<file path="src/rtl/pb_alu_reg.sv">
// pb_alu_reg: registered two-button AND/ADD unit with synchronised, debounced pushbuttons.
// Define PB_ALU_SAT_EN to make ADD saturate to all ones on overflow.
module pb_alu_reg #(
    parameter int WIDTH    = 4,
    parameter int DEBOUNCE = 4
) (
    input  logic             clk,
    input  logic             reset,
    input  logic             not_LEFT_pushbutton,
    input  logic             not_RIGHT_pushbutton,
    input  logic [WIDTH-1:0] A,
    input  logic [WIDTH-1:0] B,
    output logic [WIDTH-1:0] result,
    output logic             carry,
    output logic [1:0]       mode,
    output logic             mode_changed
);
    localparam int CW = $clog2(DEBOUNCE + 1);
    typedef enum logic [1:0] {IDLE = 2'b00, AND_OP = 2'b01, ADD_OP = 2'b10} mode_t;
    mode_t state, state_next;
    logic [1:0] sync1, sync2, press;
    logic [WIDTH:0] sum, alu;
    always_ff @(posedge clk)
        if (reset) begin
            sync1 <= 2'b11;
            sync2 <= 2'b11;
        end else begin
            sync1 <= {not_RIGHT_pushbutton, not_LEFT_pushbutton};
            sync2 <= sync1;
        end
    // bit 0 is LEFT, bit 1 is RIGHT; a press is an accepted 1->0 flip of the level
    for (genvar i = 0; i < 2; i++) begin : g_db
        logic [CW-1:0] cnt;
        logic level, flip;
        assign flip = sync2[i] != level && cnt == CW'(DEBOUNCE - 1);
        assign press[i] = flip && level;
        always_ff @(posedge clk)
            if (reset) begin
                cnt   <= '0;
                level <= 1'b1;
            end else if (sync2[i] == level) begin
                cnt <= '0;
            end else if (flip) begin
                cnt   <= '0;
                level <= ~level;
            end else begin
                cnt <= cnt + 1'b1;
            end
    end
    always_comb state_next = press == 2'b11 ? IDLE : press[0] ? AND_OP : press[1] ? ADD_OP : state;
    always_ff @(posedge clk)
        if (reset) begin
            state        <= IDLE;
            mode_changed <= 1'b0;
        end else begin
            state        <= state_next;
            mode_changed <= state_next != state;
        end
    assign mode = state;
    assign sum  = {1'b0, A} + {1'b0, B};
    always_comb begin
        alu = '0;
        if (state == AND_OP)
            alu = {1'b0, A & B};
        else if (state == ADD_OP)
`ifdef PB_ALU_SAT_EN
            alu = sum[WIDTH] ? '1 : sum;
`else
            alu = sum;
`endif
    end
    always_ff @(posedge clk)
        if (reset) begin
            result <= '0;
            carry  <= 1'b0;
        end else begin
            {carry, result} <= alu;
        end
endmodule
</file>
<file path="config.mk">
export PLATFORM = sky130hd
export DESIGN_NAME = pb_alu_reg
export DESIGN_NICKNAME = d
export VERILOG_FILES = /design/src/rtl/pb_alu_reg.sv
export SDC_FILE = /design/constraint.sdc
export NUM_CORES = 1
export LEC_CHECK = 0
export ABC_AREA = 1
export BUFFER_PORTS_ARGS = -buffer_cell sky130_fd_sc_hd__buf_2
export CAP_MARGIN = 10
export CELL_PAD_IN_SITES_DETAIL_PLACEMENT = 1
export CELL_PAD_IN_SITES_GLOBAL_PLACEMENT = 1
export CORE_UTILIZATION = 37
export DETAILED_ROUTE_END_ITERATION = 7
export PLACE_DENSITY_LB_ADDON = 0.1
export SETUP_SLACK_MARGIN = 0.02
export SYNTH_ARGS = -nofsm -noshare
export SYNTH_HDL_FRONTEND = slang
export SYNTH_SLANG_ARGS = --single-unit
</file>
<file path="constraint.sdc">
create_clock -name clk -period 1.6 [get_ports clk]
set_clock_uncertainty 0.05 [all_clocks]
set_input_delay 0.24 -clock clk [delete_from_list [all_inputs] [get_ports clk]]
set_output_delay 0.24 -clock clk [all_outputs]
set_load 0.03 [all_outputs]
</file>
# Word level (Yosys, flattened, before mapping)
# Cells that the tools add are included.
# word_totals
word_cells	43
memories	0
romBits	0
ram_bits	0
latch_bits	0
ff_bits	20
inputBits	12
# op_classes
order_cmp	0
multipliers	0
shifts	0
reduce_logical	9
mux	5
n_eq_ne	10
div_mod_pow	0
bitwise	6
n_addsub	3
# ops
op	n
$reduce_or A3 Y1	3
$mux W4	2
$add A3 B1 Y3 const B	2
$eq A3 B2 Y1 const B	2
$mux W2	3
$add A4 B4 Y5	1
$not A1 Y1	5
$and A4 B4 Y4	1
$eq A2 B2 Y1 const B	2
$logic_and A1 B1 Y1	4
$reduce_and A2 Y1	2
$eq A1 B1 Y1	2
$eq A2 B1 Y1 const B	1
$ne A1 B1 Y1	2
$ne A2 B2 Y1	1

# Longest topological paths before layout
# Gate-level depths: netlist of the first run.
# logic_depth
ltp_word	7
ltp_mapped	8
ltp_nobuf	8

# Worst setup path before layout of the first run
# No wires, ideal clock.
# synth_timing
path_type	input to register
from	input port A[0]
to	register result[2]
slack_ps	350
path_stages	7
required_ps	1480
arrival_time_ps	1130
path_cell_list	ha_1 > inv_1 > fa_1 > inv_1 > or2_0 > nand3_1 > a21oi_1
# synth_via
elab_chain_cells	3
# synth_lines
item	line_no	rtl
start: declaration	11	input logic [WIDTH-1:0] A,
$add A4 B4 Y5	60	assign sum = {1'b0, A} + {1'b0, B};
$mux W4	65	else if (state == ADD_OP)
$mux W4	63	if (state == AND_OP)
end signal: assignment	77	{carry, result} <= alu;
end: declaration	13	output logic [WIDTH-1:0] result,
# No other way between the ends.
# A chain may end at the register's enable or synchronous reset.

# Worst setup path after layout of the first run
# layout_timing
from	register g_db[0].cnt[0]
to	register state[1], in the netlist mode[1]
# layout_via
elab_chain_cells	5
# layout_lines
item	line_no	rtl
start: declaration	33	logic [CW-1:0] cnt;
start signal: assignment	47	cnt <= cnt + 1'b1;
$eq A3 B2 Y1 *	35	assign flip = sync2[i] != level && cnt == CW'(DEBOUNCE - 1);
$logic_and A1 B1 Y1 *	35	
$logic_and A1 B1 Y1 *	36	assign press[i] = flip && level;
$eq A2 B2 Y1 / $mux W2 (equally long branches)	50	always_comb state_next = press == 2'b11 ? IDLE : press[0] ? AND_OP : press[1] ? ADD_OP : state;
$mux W2 *	50	
end signal: assignment	56	state <= state_next;
end: declaration	20	mode_t state, state_next;
# Every way passes the cells marked *; elsewhere a longest branch is shown, timed or not.

==> flow_summary.ini, run 1 <==
[status]
status = completed

[sta]
finalCritPeriodShare = 0.784
hold_viol_final = 0
drv_slew = 0
setup_tns_ns = 0
setup_violations = 0
tightest_slew_ns = 0.306
post-route-worst-setup-slack_ns = 0.346
rsz0062_at_grt = false
period_minus_slack_ns = 1.25
slew_headroom = 0.795
max_freq_mhz = 797

[clock_tree]
clk_pin_slew_ns = 0.11
cts_tree = yes
htree_levels = 1
numCtsBuffers = 3
clk_path_buf_depth = 2
cts_setup_buffers = 0
cts_num_sinks = 20
clock_latency_ns = 0.29
cts_root_buf = clkbuf_4
hold_buffers = 0
ctsResizeCount = 0

[cells_and_area]
drive_gt1_frac = 0.264
diodes = 0
instances_no_fill = 157
utilization = 0.468
nets = 151
syn_to_final_growth_pct = 18.3

[setup_path]
crit_path_end_kind = register
arrival_ns = 1.42
crit_required_ns = 1.76
path_class = register to register
critPathMaxFanout = 4
startpoint_type = register

[power]
clkPwrFrac = 0.330
p_leak_nw = 0.532
ir_worst_vdd_uv = 666
pwr-share-seq = 0.583
internal-power_uw = 676
p_comb_frac = 0.088
power_density_mw_per_mm2 = 833
power_switching_uw = 195
p_total_uw = 870
swShare = 0.224

[route]
drcViolationCount = 0
first_iter_violations = 9
routedWlPerCell_um = 11.3
final_antenna_net_count = 0
first_pass_iters = 2
drt-total-wl_um = 1780
vias = 723
vias_per_cell = 4.61

[yosys]
syn-cell-area_sq_um = 883
postSynthNetCount = 128
yosysWarnings = 0
netlist_instances = 107
yosysSeqAreaShare = 0.453
avgSynthCellArea_sq_um = 8.26
synth_cell_types = 19
ys_seq_elements = 20

[place]
post-place-ws_ns = 0.171
hpwl_um = 1410
gp_congestion = 0.719
dp.cells = 153
port_buffers = 19

[grt]
grtUsageTotal = 0.159
grt_max_degree = 15
grt_pass1_vias = 723
grt_first_pass_wirelength_um = 3060
antenna_found_initial = 0
grt-ovfl-total = 0

[die]
die_h_um = 50.9
io_pins = 20
start_util = 0.396
die_area_sq_mm = 0.00259
row_count = 17
die-width_um = 50.9
coreArea_sq_mm = 0.00223

[run]
max_cap_violations = 0

[hold_path]
hold_path.class = primary input to register
## critical path: stages (launching register included)
cell	delay, ns
dfxtp_1	0.33
ha_1	0.19
ha_1	0.22
nand3_1	0.15
inv_1	0.07
a211oi_1	0.17
## through the flow
step	cell area [sq um]	hold slack, ns
after global routing	1040	0.0547
final	1040	0.0695
after global placement	1010	0.338
after CTS	1040	0.0588
after floorplan	883	0.287
after detailed placement	1010	0.343
## logic make-up (layout without fill, tap and decap cells)
kind of cell,count (synthesis),after routing,share of synthesized area
AND/OR/NAND/NOR,44,44,0.238
flip-flops,20,20,0.453
AO/OA/AOI/OAI,14,14,0.0864
adder cells (fa/ha/maj),9,9,0.136
buffers and inverters,20,42,0.0864
## worst paths after layout
path	startpoint	to	slack [ns]	depth (start not counted)
hold reg to reg	sync1[1]	sync2[1]	0.37	1
hold / removal	not_LEFT_pushbutton	sync1[0]	0.07	2
setup / recovery	g_db[0].cnt[0]	mode[1]	0.35	5
setup reg to reg	g_db[0].cnt[0]	mode[1]	0.35	5
## layer usage
metal  GRT usage  up-vias  part of all wire
met2       0.278       14              0.49
met1       0.188      325              0.46
met4      0.0556        0            0.0079
met3      0.0387        2             0.034
met5           0        -                 0
li1            -      382                 -
## Yosys cell counts, drive strengths merged
cell | count | area share
nor2 | 11 | 0.052
a211oi | 1 | 0.0085
buf | 1 | 0.0057
fa | 1 | 0.023
ha | 8 | 0.11
inv | 19 | 0.081
nand2 | 18 | 0.076
o21ai | 4 | 0.023
a21oi | 9 | 0.055
dfxtp | 20 | 0.45
or2 | 5 | 0.035
nand3 | 10 | 0.074
## cells in the final DEF, fill, tap and decap left out
master	netlist	layout
fa_1	1	1
nand2_1	18	18
a211oi_1	1	1
inv_2	4	4
or2_2	1	1
clkbuf_8	0	1
inv_1	15	15
dfxtp_1	20	20
or2_1	3	3
nand3_1	7	7
a21oi_1	8	8
o21ai_0	2	2
clkbuf_4	0	3
nor2_2	2	2
buf_2	1	19
ha_1	8	8
nand3_2	3	3
a21oi_2	1	1
or2_0	1	1
o21ai_1	2	2
nor2_1	9	9
## cell type report
| cell class | instances | area, sq um |
|---|---|---|
| fill | 296 | 1190 |
| clock buffer | 4 | 36.3 |
| multi-input combinational | 67 | 407 |
| sequential | 20 | 400 |
| inverter | 19 | 71.3 |
| timing repair buffer | 19 | 95.1 |
| tap | 28 | 35.0 |
## state kept, by name (all words and copies together) (netlist names)
signal and cells:
mode 2, g_db.level 2, mode_changed 1, sync2 2, sync1 2, carry 1, result 4, g_db.cnt 6
## power by group through the flow
stage	registers, mW	clock network [mW]	logic [mW]
after global placement	0.518	0	0.0731
after detailed placement	0.518	0	0.0772
after CTS	0.507	0.302	0.0778
after floorplan	0.518	0	0.0496
final	0.507	0.287	0.0763
after global routing	0.508	0.324	0.0872
Power figures use the tool's default switching activity.
==> run 2: changes to the inputs <==
Clock period 1.6 ns to 1.25 ns, I/O delays scaled along.
==> flow_summary.ini, run 2 (synthesis gave the netlist of run 1 again) <==
[status]
status = completed

[setup_path]
cp_slowest_stage_delay_ns = 0.36
crit_path_end_kind = register
path_class = register to register
critPathMaxFanout = 4
arrival_ns = 1.36
path_cells = ha_4, ha_4, nor2_1, nand3_2, nor2_1
crit_required_ns = 1.44
startpoint_type = register
crit_path_top_delay_cell = dfxtp_2

[power]
ir_worst_vdd_uv = 725
pwr-share-seq = 0.504
p_leak_nw = 0.547
clkPwrFrac = 0.413
swShare = 0.213
p_comb_frac = 0.083
power_switching_uw = 275
internal-power_mw = 1.02
power_density_mw_per_mm2 = 1100

[clock_tree]
cts_setup_buffers = 0
clock_latency_ns = 0.30
numCtsBuffers = 3
cts_tree = yes
clk_pin_slew_ns = 0.12
clk_path_buf_depth = 2
cts_root_buf = clkbuf_4
htree_levels = 1
cts_num_sinks = 20

[die]
io_pins = 20
die_area_sq_mm = 0.00259
row_count = 17
die-width_um = 50.9
start_util = 0.396
coreArea_sq_mm = 0.00223
die_h_um = 50.9

[route]
first_iter_violations = 3
drt-total-wl_um = 1960
first_pass_iters = 2
vias_per_cell = 4.72
routedWlPerCell_um = 12.3
drcViolationCount = 0
vias = 750
final_antenna_net_count = 0

[grt]
grt_max_degree = 15
antenna_found_initial = 0
grt_pass1_vias = 754
grt-ovfl-total = 0
grtUsageTotal = 0.168
grt_first_pass_wirelength_um = 3160

[cells_and_area]
drive_gt1_frac = 0.374
nets = 153
num-fill-cells = 282
largest_register_ffs = 6
final_common_cell = buf_2
final_cell_mix = buf_2 (19), nand2_1 (18), dfxtp_1 (17)
multi_input_area_sq_um = 503
syn_to_final_growth_pct = 33.4
largestRegisters = g_db.cnt (6), result (4)
top_register = g_db.cnt
final-seq-area_sq_um = 404
diodes = 0

[place]
hpwl_um = 1430
post-place-ws_ns = -0.0812
gp_congestion = 0.737
port_buffers = 19

[run]
max_cap_violations = 0

[sta]
finalCritPeriodShare = 0.933
rsz0062_at_grt = true
whs_ns = 0.0110
hold_viol_final = 0
drv_slew = 0
period_minus_slack_ns = 1.17
setup_violations = 0
slew_headroom = 0.795
post-route-worst-setup-slack_ns = 0.0836
max_freq_mhz = 857
tightest_slew_ns = 0.308

[hold_path]
hold_path.class = primary input to register
[run 2: cell count changes in the layout (fill, tap and decap cells not counted), sizes merged]
| cell | previous run | this run |
|---|---|---|
| clkbuf | 4 | 3 |
| dlygate4sd3 | 0 | 1 |
| buf | 19 | 20 |
| bufinv | 0 | 1 |
[run 2: power groups by stage]
stage	Clock, mW	Sequential, mW	Combinational (mW)
after detailed placement	0	0.664	0.102
final	0.534	0.651	0.108
after floorplan	0	0.663	0.0635
after global routing	0.578	0.652	0.124
after global placement	0	0.663	0.0963
after CTS	0.541	0.650	0.105
[run 2: area by class of cell]
| type | count | share of cell area |
|---|---|---|
| clock buffers | 3 | 0.0191 |
| well taps | 28 | 0.0297 |
| inverters | 19 | 0.0605 |
| multi-input cells | 67 | 0.427 |
| clock inverters | 1 | 0.0255 |
| flip-flops and latches | 20 | 0.343 |
| repair buffers | 21 | 0.0955 |
[run 2: routing by layer]
metal / share of wire / routed length, um / vias up / track usage
met5: 0 / 0 / - / 0
met4: 0.0072 / 14 / 0 / 0.0556
met3: 0.027 / 53 / 2 / 0.0387
met2: 0.51 / 1000 / 12 / 0.316
met1: 0.45 / 888 / 352 / 0.183
li1: - / - / 384 / -
[run 2: metrics by stage]
| step | power [mW] | TNS (ns) | cells | util | area (sq um) |
|---|---|---|---|---|---|
| 2_1_floorplan | 0.726 | 0 | 107 | - | 883 |
| 4_1_cts | 1.30 | 0 | 158 | 0.506 | 1130 |
| 3_3_place_gp | 0.759 | -0.0319 | 154 | 0.455 | 1020 |
| 6_report | 1.29 | 0 | 159 | 0.528 | 1180 |
| 3_5_place_dp | 0.766 | -0.258 | 154 | 0.455 | 1020 |
| 5_1_grt | 1.35 | 0 | 159 | 0.528 | 1180 |
[run 2: final timing paths]
path / start / endpoint / slack (ns) / depth (start not counted)
max: g_db[1].cnt[0] / g_db[1].cnt[0] / 0.08 / 5
min: not_RIGHT_pushbutton / sync1[1] / 0.01 / 2
max reg2reg: g_db[1].cnt[0] / g_db[1].cnt[0] / 0.08 / 5
min reg2reg: sync1[1] / sync2[1] / 0.37 / 1
[run 2: worst max-delay path: cells and delay by family, from the launching register on]
family | cells | cell delay (ns)
flops | 1 | 0.36
simple gates | 3 | 0.36
fa+ha+maj | 2 | 0.33
[run 2: repair_timing]
action / CTS / global route
pin swaps: 0 / 4
hold buffers: 0 / 1
gates resized for setup: 13 / 8
endpoints found under the setup margin: 8 / 9
endpoints found under the hold margin: 0 / 1
